===== src/rtl/mem_bus_pkg.sv =====
// Shared types and defaults for the valid/ready memory bus master.
// States, command/response bundles and default geometry.
package mem_bus_pkg;

   localparam int DEF_WIDTH = 16;
   localparam int DEF_DEPTH = 64;
   localparam int DEF_AW    = $clog2(DEF_DEPTH);

   typedef enum logic [1:0] {
      IDLE,
      ISSUE,
      WAIT,
      RESP
   } state_t;

   typedef struct packed {
      logic                 wr;
      logic [DEF_AW-1:0]    addr;
      logic [DEF_WIDTH-1:0] wdata;
   } cmd_t;

   typedef struct packed {
      logic                 wr;
      logic [DEF_WIDTH-1:0] rdata;
      logic                 err;
   } rsp_t;

endpackage


===== src/rtl/mem_bus_wdog.sv =====
// WAIT-state watchdog: cleared on entry to WAIT, counts stalled cycles,
// flags expiry on the LIMIT-th stalled cycle.
module mem_bus_wdog #(
   parameter int LIMIT = 15
) (
   input  logic clk,
   input  logic rst,
   input  logic clr,
   input  logic en,
   output logic expire
);

   localparam int CW = $clog2(LIMIT + 1);

   logic [CW-1:0] cnt;

   assign expire = en && (cnt == CW'(LIMIT - 1));

   always_ff @(posedge clk) begin
      if (rst || clr) begin
         cnt <= '0;
      end else if (en && !expire) begin
         cnt <= cnt + 1'b1;
      end
   end

endmodule


===== src/rtl/mem_bus_master.sv =====
// One-command-at-a-time initiator for the valid/ready memory.
// Define MEM_BUS_MASTER_TIMEOUT_EN to enable the WAIT-state watchdog.
module mem_bus_master
   import mem_bus_pkg::*;
#(
   parameter int WIDTH          = DEF_WIDTH,
   parameter int DEPTH          = DEF_DEPTH,
   parameter int ADDR_WIDTH     = $clog2(DEPTH),
   parameter int TIMEOUT_CYCLES = 15
) (
   input  logic                  clk,
   input  logic                  rst,
   input  logic                  cmd_valid,
   output logic                  cmd_ready,
   input  logic                  cmd_wr,
   input  logic [ADDR_WIDTH-1:0] cmd_addr,
   input  logic [WIDTH-1:0]      cmd_wdata,
   output logic                  rsp_valid,
   input  logic                  rsp_ready,
   output logic                  rsp_wr,
   output logic [WIDTH-1:0]      rsp_rdata,
   output logic                  rsp_err,
   output logic                  mem_valid,
   output logic                  mem_wt_rd,
   output logic [ADDR_WIDTH-1:0] mem_addr,
   output logic [WIDTH-1:0]      mem_wdata,
   input  logic [WIDTH-1:0]      mem_rdata,
   input  logic                  mem_ready,
   output logic                  busy,
   output logic [15:0]           txn_count
);

   state_t state;
   logic   expire;

`ifdef MEM_BUS_MASTER_TIMEOUT_EN
   mem_bus_wdog #(
      .LIMIT (TIMEOUT_CYCLES)
   ) u_wdog (
      .clk    (clk),
      .rst    (rst),
      .clr    (state == ISSUE),
      .en     ((state == WAIT) && !mem_ready),
      .expire (expire)
   );

   // Only a WAIT exit can change the error flag; ready beats expiry.
   always_ff @(posedge clk) begin
      if (rst) begin
         rsp_err <= 1'b0;
      end else if (state == WAIT) begin
         rsp_err <= expire;
      end
   end
`else
   localparam int unused_timeout = TIMEOUT_CYCLES;

   assign expire  = 1'b0;
   assign rsp_err = 1'b0;
`endif

   assign cmd_ready = (state == IDLE) && !rst;
   assign busy      = (state != IDLE);

   always_ff @(posedge clk) begin
      if (rst) begin
         state     <= IDLE;
         mem_valid <= 1'b0;
         mem_wt_rd <= 1'b0;
         mem_addr  <= '0;
         mem_wdata <= '0;
         rsp_valid <= 1'b0;
         rsp_wr    <= 1'b0;
         rsp_rdata <= '0;
         txn_count <= '0;
      end else begin
         unique case (state)
            IDLE: begin
               if (cmd_valid) begin
                  mem_wt_rd <= cmd_wr;
                  mem_addr  <= cmd_addr;
                  mem_wdata <= cmd_wdata;
                  mem_valid <= 1'b1;
                  state     <= ISSUE;
               end
            end
            ISSUE: begin
               mem_valid <= 1'b0;
               state     <= WAIT;
            end
            WAIT: begin
               if (mem_ready) begin
                  rsp_valid <= 1'b1;
                  rsp_wr    <= mem_wt_rd;
                  rsp_rdata <= mem_wt_rd ? '0 : mem_rdata;
                  state     <= RESP;
               end else if (expire) begin
                  rsp_valid <= 1'b1;
                  rsp_wr    <= mem_wt_rd;
                  rsp_rdata <= '0;
                  state     <= RESP;
               end
            end
            RESP: begin
               if (rsp_ready) begin
                  rsp_valid <= 1'b0;
                  txn_count <= txn_count + 16'd1;
                  state     <= IDLE;
               end
            end
            default: state <= IDLE;
         endcase
      end
   end

endmodule


===== config.mk =====
export PLATFORM = sky130hd
export DESIGN_NAME = mem_bus_master
export DESIGN_NICKNAME = d
export VERILOG_FILES = /design/src/rtl/mem_bus_pkg.sv /design/src/rtl/mem_bus_wdog.sv /design/src/rtl/mem_bus_master.sv
export SDC_FILE = /design/constraint.sdc
export NUM_CORES = 1
export LEC_CHECK = 0
export ABC_AREA = 0
export BUFFER_PORTS_ARGS = -buffer_cell sky130_fd_sc_hd__buf_2
export CORE_ASPECT_RATIO = 0.6
export CORE_UTILIZATION = 42
export CTS_CLUSTER_SIZE = 25
export DETAILED_ROUTE_END_ITERATION = 10
export PLACE_DENSITY = 0.75
export REMOVE_ABC_BUFFERS = 1
export SLEW_MARGIN = 10
export SYNTH_ARGS = -nofsm -noshare
export SYNTH_HDL_FRONTEND = slang
export SYNTH_HIERARCHICAL = 1
export SYNTH_SLANG_ARGS = --single-unit

===== constraint.sdc =====
create_clock -name clk -period 1.5 [get_ports clk]
set_clock_uncertainty 0.05 [all_clocks]
set_input_delay 0.075 -clock clk [delete_from_list [all_inputs] [get_ports clk]]
set_output_delay 0.075 -clock clk [all_outputs]
set_load 0.1 [all_outputs]

# Word level (Yosys, flattened, before mapping)
# Index checks and enable logic that the tools add are counted.
# word_totals
reg_bits,60
input_bits,44
# op_classes
n_addsub,1
n_eq_ne,6
reduce_logical,12
muxes,10
# op_table
cell,n
adder 16 x 1 -> 16 bit (second input constant),1
two-way mux 16 bit,1
one-hot mux 2 bit (4 select lines),1
AND reduction 2 bit,4
two-way mux 2 bit,3
!= test 2 bit (second input constant),3
AND reduction 3 bit,2
nonzero test 2 bit,3
equality test 2 bit (second input constant),2
one-hot mux 1 bit (2 select lines),2
two-way mux 1 bit,3
equality test 2 x 1 -> 1 bit (second input constant),1
zero test 2 bit,1
logical AND 1 bit,1
zero test 1 bit,1

# Longest topological paths before layout
# Gate-level depths: netlist of run 1.
# depth
ltp_word,3
depth_mapped,7
depth_no_buf,6

# Worst setup path after synthesis of run 1
# OpenSTA, ideal clock, no wires.
# synth_path
path_type,flip-flop to output port
from,register state[0]
to,output port cmd_ready
path_stages_with_launch,5
n_path_buf,0
slack_ps,-1037
required_ps,1375
arrival_ps,2412
cell_sequence,dfxtp_1 > inv_1 > ha_1 > inv_1 > nor2_1
# synth_via
elab_chain_cells,2
# synth_rtl
item,line,source
from (decl),mem_bus_master.sv:33,state_t state;
from (signal assigned),mem_bus_master.sv:67,state <= IDLE;
from (signal assigned),mem_bus_master.sv:84,state <= ISSUE;
from (signal assigned),mem_bus_master.sv:89,state <= WAIT;
zero test 2 bit,mem_bus_master.sv:62,assign cmd_ready = (state == IDLE) && !rst;
logical AND 1 bit,mem_bus_master.sv:62,
to (decl),mem_bus_master.sv:14,"output logic cmd_ready,"
# No other way between the ends.

# Final worst setup path of run 1
# layout_path
from,register state[1]
to,output port cmd_ready
# The elaborated chain is that of the path after synthesis.

==> results of run 1 <==
[power by group]
part | total, mW | switching (mW) | leakage (nW) | internal [mW]
Combinational | 2.79 | 1.99 | 1.21 | 0.793
Sequential | 1.87 | 0.104 | 0.489 | 1.77
Clock | 1.59 | 0.657 | 0.102 | 0.935
[worst max-delay path, delay by kind of cell, from the launching register on]
family | cells | cell delay (ps)
simple gates | 1 | 90
buf+inv | 5 | 520
fa+ha+maj | 1 | 130
flops | 1 | 340
[flip-flops by register name (all words and copies together) (netlist names)]
signal	flops
state	2
rsp_rdata	16
rsp_valid	1
mem_addr	6
mem_valid	1
txn_count	16
mem_wt_rd	1
mem_wdata	16
rsp_wr	1
[layout make-up]
class	instances	area share, %
tap	77	2.43
sequential	60	30.5
clock inverter	6	2.24
timing repair buffer	166	29.5
multi-input combinational	206	31.4
clock buffer	10	3.22
inverter	7	0.727
[synth_stat cells, drive strengths merged, types with 2 or more instances]
master,instances
dfxtp,60
nand2,56
a21oi,48
nor2,36
clkbuf,17
nor3b,16
inv,7
xor2,7
nand3,6
ha,5
nand4,5
nor3,4
o21ai,4
xnor2,4
and4,3
or3,2
[worst paths after layout]
| kind | end | slack (ps) | cells after the start |
|---|---|---|---|
| worst min-delay path | rsp_rdata[0]$_SDFFE_PP0P_ | 40 | 4 |
| worst max-delay path | cmd_ready | -60 | 7 |
| worst min register to register | mem_addr[4]$_SDFFE_PP0P_ | 400 | 2 |
| worst max register to register | rsp_rdata[3]$_SDFFE_PP0P_ | 0 | 7 |
[per-layer routing]
metal	up-vias	global-route usage [%]	part of all wire, %
li1	1287	-	-
met1	1231	30.2	46
met2	102	39.9	46
met3	16	8.53	6.4
met4	0	10.9	1.9
met5	-	0	0
[cell families after synthesis]
group	Yosys count	synth area share, %
AO/OA/AOI/OAI	55	11.9
XOR/XNOR	11	4.01
adder cells (fa/ha/maj)	5	2.61
buffers and inverters	25	4.12
flip-flops	60	50.1
multiplexers	1	0.417
other	1	0.156
AND/OR/NAND/NOR	133	26.7
[what timing repair did]
item	in CTS	in global routing
hold buffers	26	0
gates cloned	0	2
pin swaps	5	0
endpoints found under the setup margin	19	40
endpoints found under the hold margin	28	0
buffers inserted	7	0
resized for setup	18	24
[metrics by stage]
stage | hold WS, ps | setup TNS [ps]
final | 40.8 | -65.5
after global routing | 57.8 | -1090
after CTS | 67.5 | -122
after detailed placement | 272 | -622
after global placement | 265 | -232
after floorplan | 94.1 | -29030
==> flow_metrics.tcl, run 1 <==
set metrics [dict create \
    antenna_found_initial 0 \
    grt_pass1_wl_um 11100 \
    synth_top_area_share_pct 50.1 \
    cp_max_fo 3 \
    synth-seq-cells 60 \
    io_buffers 103 \
    ios 105 \
    diodes 0 \
    syn_area_per_cell_um2 8.25 \
    clockBufferDepth 2 \
    drc 0 \
    insertion_delay_ps 340 \
    cap_violations 0 \
    synth_area_um2 2400 \
    grt-ovfl-total 0 \
    fin_total_pwr_mw 6.25 \
    layout_min_cycle_time_ps 1560 \
    placedCellCount 481 \
    synth_top_area_cell "dfxtp_1" \
    drt_first_pass_iters 6 \
    multiInputGateArea_um2 1240 \
    drive_gt1_share_pct 41.5 \
    path_class "flip-flop to output pin" \
    wl_per_cell_um 13.7 \
    hp-start "mem_rdata[0]" \
    vias_per_cell 4.95 \
    postRouteAntennaNets 0 \
    violations "setup timing" \
    synth_edf_count 0 \
    mostFrequentLayoutCells "100 x buf_2, 56 x dfxtp_1, 54 x nand2_1" \
    numClockSinks 60 \
    track_usage_pct 24.5 \
    fmax_mhz 641 \
    synth_seq_area_share_pct 50.1 \
    wirelength_um 7270 \
    core_area_um2 5280 \
    syn2layout_area_growth_pct 64.9 \
    dpl_cell_area_um2 3230 \
    dp_slack_ps -164 \
    final_common_cell "buf_2" \
    layout.cells.non_filler 532 \
    regArea_um2 1210 \
    rsz0062_at_grt "true" \
    cpPeakStageDelay_ps 340 \
    grt_max_degree 35 \
    die-area_um2 6030 \
    slew_viol_final 0 \
    peakVddDrop_mv 1.16 \
    final_util_pct 75.0 \
    first_global_vias 2370 \
    cts_tree "yes" \
    synth_ff_type "dfxtp_1" \
    yosysWarnings 6 \
    cp_common_cell "buf_6" \
    async_flop_share_pct 0 \
    start_kind "flip-flop" \
    vias 2636 \
    die_h_um 60.6 \
    cts_root_buf "clkbuf_8" \
    fin_crit_sh_pct 104 \
    cp-end-kind "output pin" \
    gp_congestion 0.788 \
    status "finished, violations left" \
    nFillCells 377 \
    dp_hpwl_um 4350 \
    hold_path.class "input port to flip-flop" \
    slowest_stage "dfxtp_2" \
    cts_made_buffers 9 \
    synthCells 291 \
    setup_ws_ps -61.2 \
    fin_nets 499 \
    cp.arrival_ps 1440 \
    worstPathCellList "buf_6 > inv_4 > ha_4 > inv_2 > buf_6 > nor2_4 > buf_12" \
    die_x_um 99.6 \
    finalInstanceArea_um2 3960 \
    cts_htree_levels 3 \
    timing.critical_path.from "state[1]$_SDFFE_PP0P_" \
    hold_viol 0 \
    rr_startpoint "state[0]$_SDFFE_PP0P_" \
    finalSetupViolations 2 \
    initial_utilization_pct 45.5 \
    drt-initial-drc-count 135 \
    cp.required_ps 1370 \
    row_count 20 \
    ys_types 31 \
    synth_area_leaders "dfxtp_1 50%, a21oi_1 10%, nand2_1 8.8%" \
    power_density_nw_per_um2 1580 \
    p_leak_nw 1.81 \
    clk_pin_slew_worst_paths_ps 70 \
]
Note: power is estimated with default switching activity, not from simulation.
==> run 2: changes to the inputs <==
--- a/config.mk
+++ b/config.mk
@@ -8,10 +8,11 @@
 export ABC_AREA = 0
 export BUFFER_PORTS_ARGS = -buffer_cell sky130_fd_sc_hd__buf_2
 export CORE_ASPECT_RATIO = 0.6
-export CORE_UTILIZATION = 42
+export CORE_UTILIZATION = 44
+export CTS_BUF_LIST = sky130_fd_sc_hd__clkbuf_4 sky130_fd_sc_hd__clkbuf_8
 export CTS_CLUSTER_SIZE = 25
 export DETAILED_ROUTE_END_ITERATION = 10
-export PLACE_DENSITY = 0.75
+export PLACE_DENSITY = 0.78
 export REMOVE_ABC_BUFFERS = 1
 export SLEW_MARGIN = 10
 export SYNTH_ARGS = -nofsm -noshare
==> run 2 against run 1 <==
  * Critical path type is now flip-flop to flip-flop
  * Final area fell by 1.5%
  * Register-to-register slack got worse by 30 ps
  * Utilization is 0.70 points higher
  * The flow still finishes with violations (setup timing)
  * Non-clock buffer count down 5
  * Total power shrank 4.8%
  * Largest power group unchanged
==> flow_metrics.tcl, run 2 (synthesis gave the netlist of run 1 again) <==
set metrics [dict create \
    rr_startpoint "state[0]$_SDFFE_PP0P_" \
    cp_max_fo 4 \
    syn2layout_area_growth_pct 62.5 \
    grt_pass1_wl_um 10800 \
    worst-r2r-setup-slack_ps -30 \
    rsz0062_at_grt "true" \
    io_buffers 103 \
    timing.critical_path.from "state[0]$_SDFFE_PP0P_" \
    numClockSinks 60 \
    wl_per_cell_um 14.0 \
    final_util_pct 75.7 \
    clockBufferDepth 2 \
    vias 2577 \
    cp-end-kind "flip-flop" \
    placedCellCount 472 \
    wirelength_um 7210 \
    drt-initial-drc-count 83 \
    dp_slack_ps -133 \
    cts_htree_levels 3 \
    crit_path_end "txn_count[15]$_SDFFE_PP0P_" \
    die-area_um2 5760 \
    die_x_um 97.3 \
    grt_max_degree 35 \
    insertion_delay_ps 330 \
    m1WireLength_um 3180 \
    power_density_nw_per_um2 1530 \
    drc 0 \
    drt_first_pass_iters 4 \
    grt-ovfl-total 0 \
    highest_layer "met4" \
    start_kind "flip-flop" \
    mostFrequentLayoutCells "100 x buf_2, 55 x nand2_1, 54 x dfxtp_1" \
    diodes 0 \
    antenna_found_initial 0 \
    fin_total_pwr_mw 5.95 \
    clk_pin_slew_worst_paths_ps 70 \
    final_common_cell "buf_2" \
    hold_path.class "input port to flip-flop" \
    nFillCells 359 \
    layout_min_cycle_time_ps 1530 \
    cts_tree "yes" \
    layout.cells.non_filler 515 \
    cp.required_ps 1660 \
    cts_made_buffers 9 \
    fin_nets 494 \
    core_area_um2 5150 \
    path_class "flip-flop to flip-flop" \
    ios 105 \
    fmax_mhz 654 \
    first_global_vias 2410 \
    reg2reg_depth 6 \
    cp.arrival_ps 1690 \
    row_count 20 \
    cap_violations 0 \
    dp_hpwl_um 4330 \
    initial_utilization_pct 46.6 \
    drive_gt1_share_pct 43.7 \
    route.met3.wl_um 536 \
    largestRegisters "mem_wdata: 16 flops, rsp_rdata: 16 flops, txn_count: 16 flops" \
    finalSetupViolations 3 \
    track_usage_pct 24.2 \
    status "finished, violations left" \
    fin_crit_sh_pct 102 \
    die_h_um 59.2 \
    met2WireLength_um 3390 \
    p_leak_nw 1.78 \
    hold_viol 0 \
    vias_per_cell 5.00 \
    setup_ws_ps -28.4 \
    violations "setup timing" \
    gp_congestion 0.749 \
    hold-path-cell-count 2 \
    postRouteAntennaNets 0 \
    cts_root_buf "clkbuf_8" \
    peakVddDrop_mv 1.01 \
    slew_viol_final 0 \
    r2r_end "txn_count[15]$_SDFFE_PP0P_" \
]
-- run 2: final cells by class --
type	count	area (µm²)	area share (%)
Clock buffer	13	166	4.27
Tap cell	66	82.6	2.12
Timing Repair Buffer	161	1120	28.7
Sequential cell	60	1210	31.1
Inverter	7	38.8	0.995
Multi-Input combinational cell	206	1270	32.6
Clock inverter	2	10.0	0.257
-- run 2: worst min-delay path by stage --
| stage | start | to | slack (ps) |
|---|---|---|---|
| 6_report | rst | rsp_rdata[9]$_SDFFE_PP0P_ | 20 |
| 5_1_grt | rst | mem_wt_rd$_SDFFE_PP0P_ | 20 |
| 4_1_cts | rst | mem_wt_rd$_SDFFE_PP0P_ | 1 |
| 3_5_place_dp | cmd_wdata[7] | mem_wdata[7]$_SDFFE_PP0P_ | 270 |
| 3_3_place_gp | cmd_wdata[2] | mem_wdata[2]$_SDFFE_PP0P_ | 260 |
| 2_1_floorplan | rst | mem_addr[0]$_SDFFE_PP0P_ | 90 |
-- run 2: what timing repair did --
item / CTS / global route
buffers inserted: 2 / 1
hold buffers: 23 / 0
endpoints found under the hold margin: 23 / 0
gates cloned: 0 / 2
pin swaps: 3 / 2
endpoints found under the setup margin: 37 / 48
resized for setup: 23 / 34
-- run 2: stage by stage --
step / hold WS, ps / TNS [ps] / cell area, µm²
CTS: 1.04 / -5.43 / 3730
floorplan: 94.1 / -29030 / 2330
global route: 24.1 / -342 / 3900
finish: 16.6 / -46.4 / 3900
global placement: 264 / -377 / 3230
detailed placement: 270 / -2240 / 3230
-- run 2: power breakdown --
group | internal (mW) | switching (mW) | total (mW)
Clock | 0.713 | 0.583 | 1.30
Sequential | 1.78 | 0.103 | 1.88
Combinational | 0.770 | 2.01 | 2.78
-- run 2: critical path, cell delays in order (launching register included) --
cell	delay [ps]
dfxtp_4	360
ha_4	150
and4_4	260
nand3_2	90
buf_4	140
o31ai_1	280
a21oi_2	100
-- run 2: metal layers --
layer / up-vias / GRT usage (%)
met1: 1187 / 29.3
met2: 101 / 39.5
met5: - / 0
li1: 1279 / -
met4: 0 / 9.87
met3: 10 / 9.32
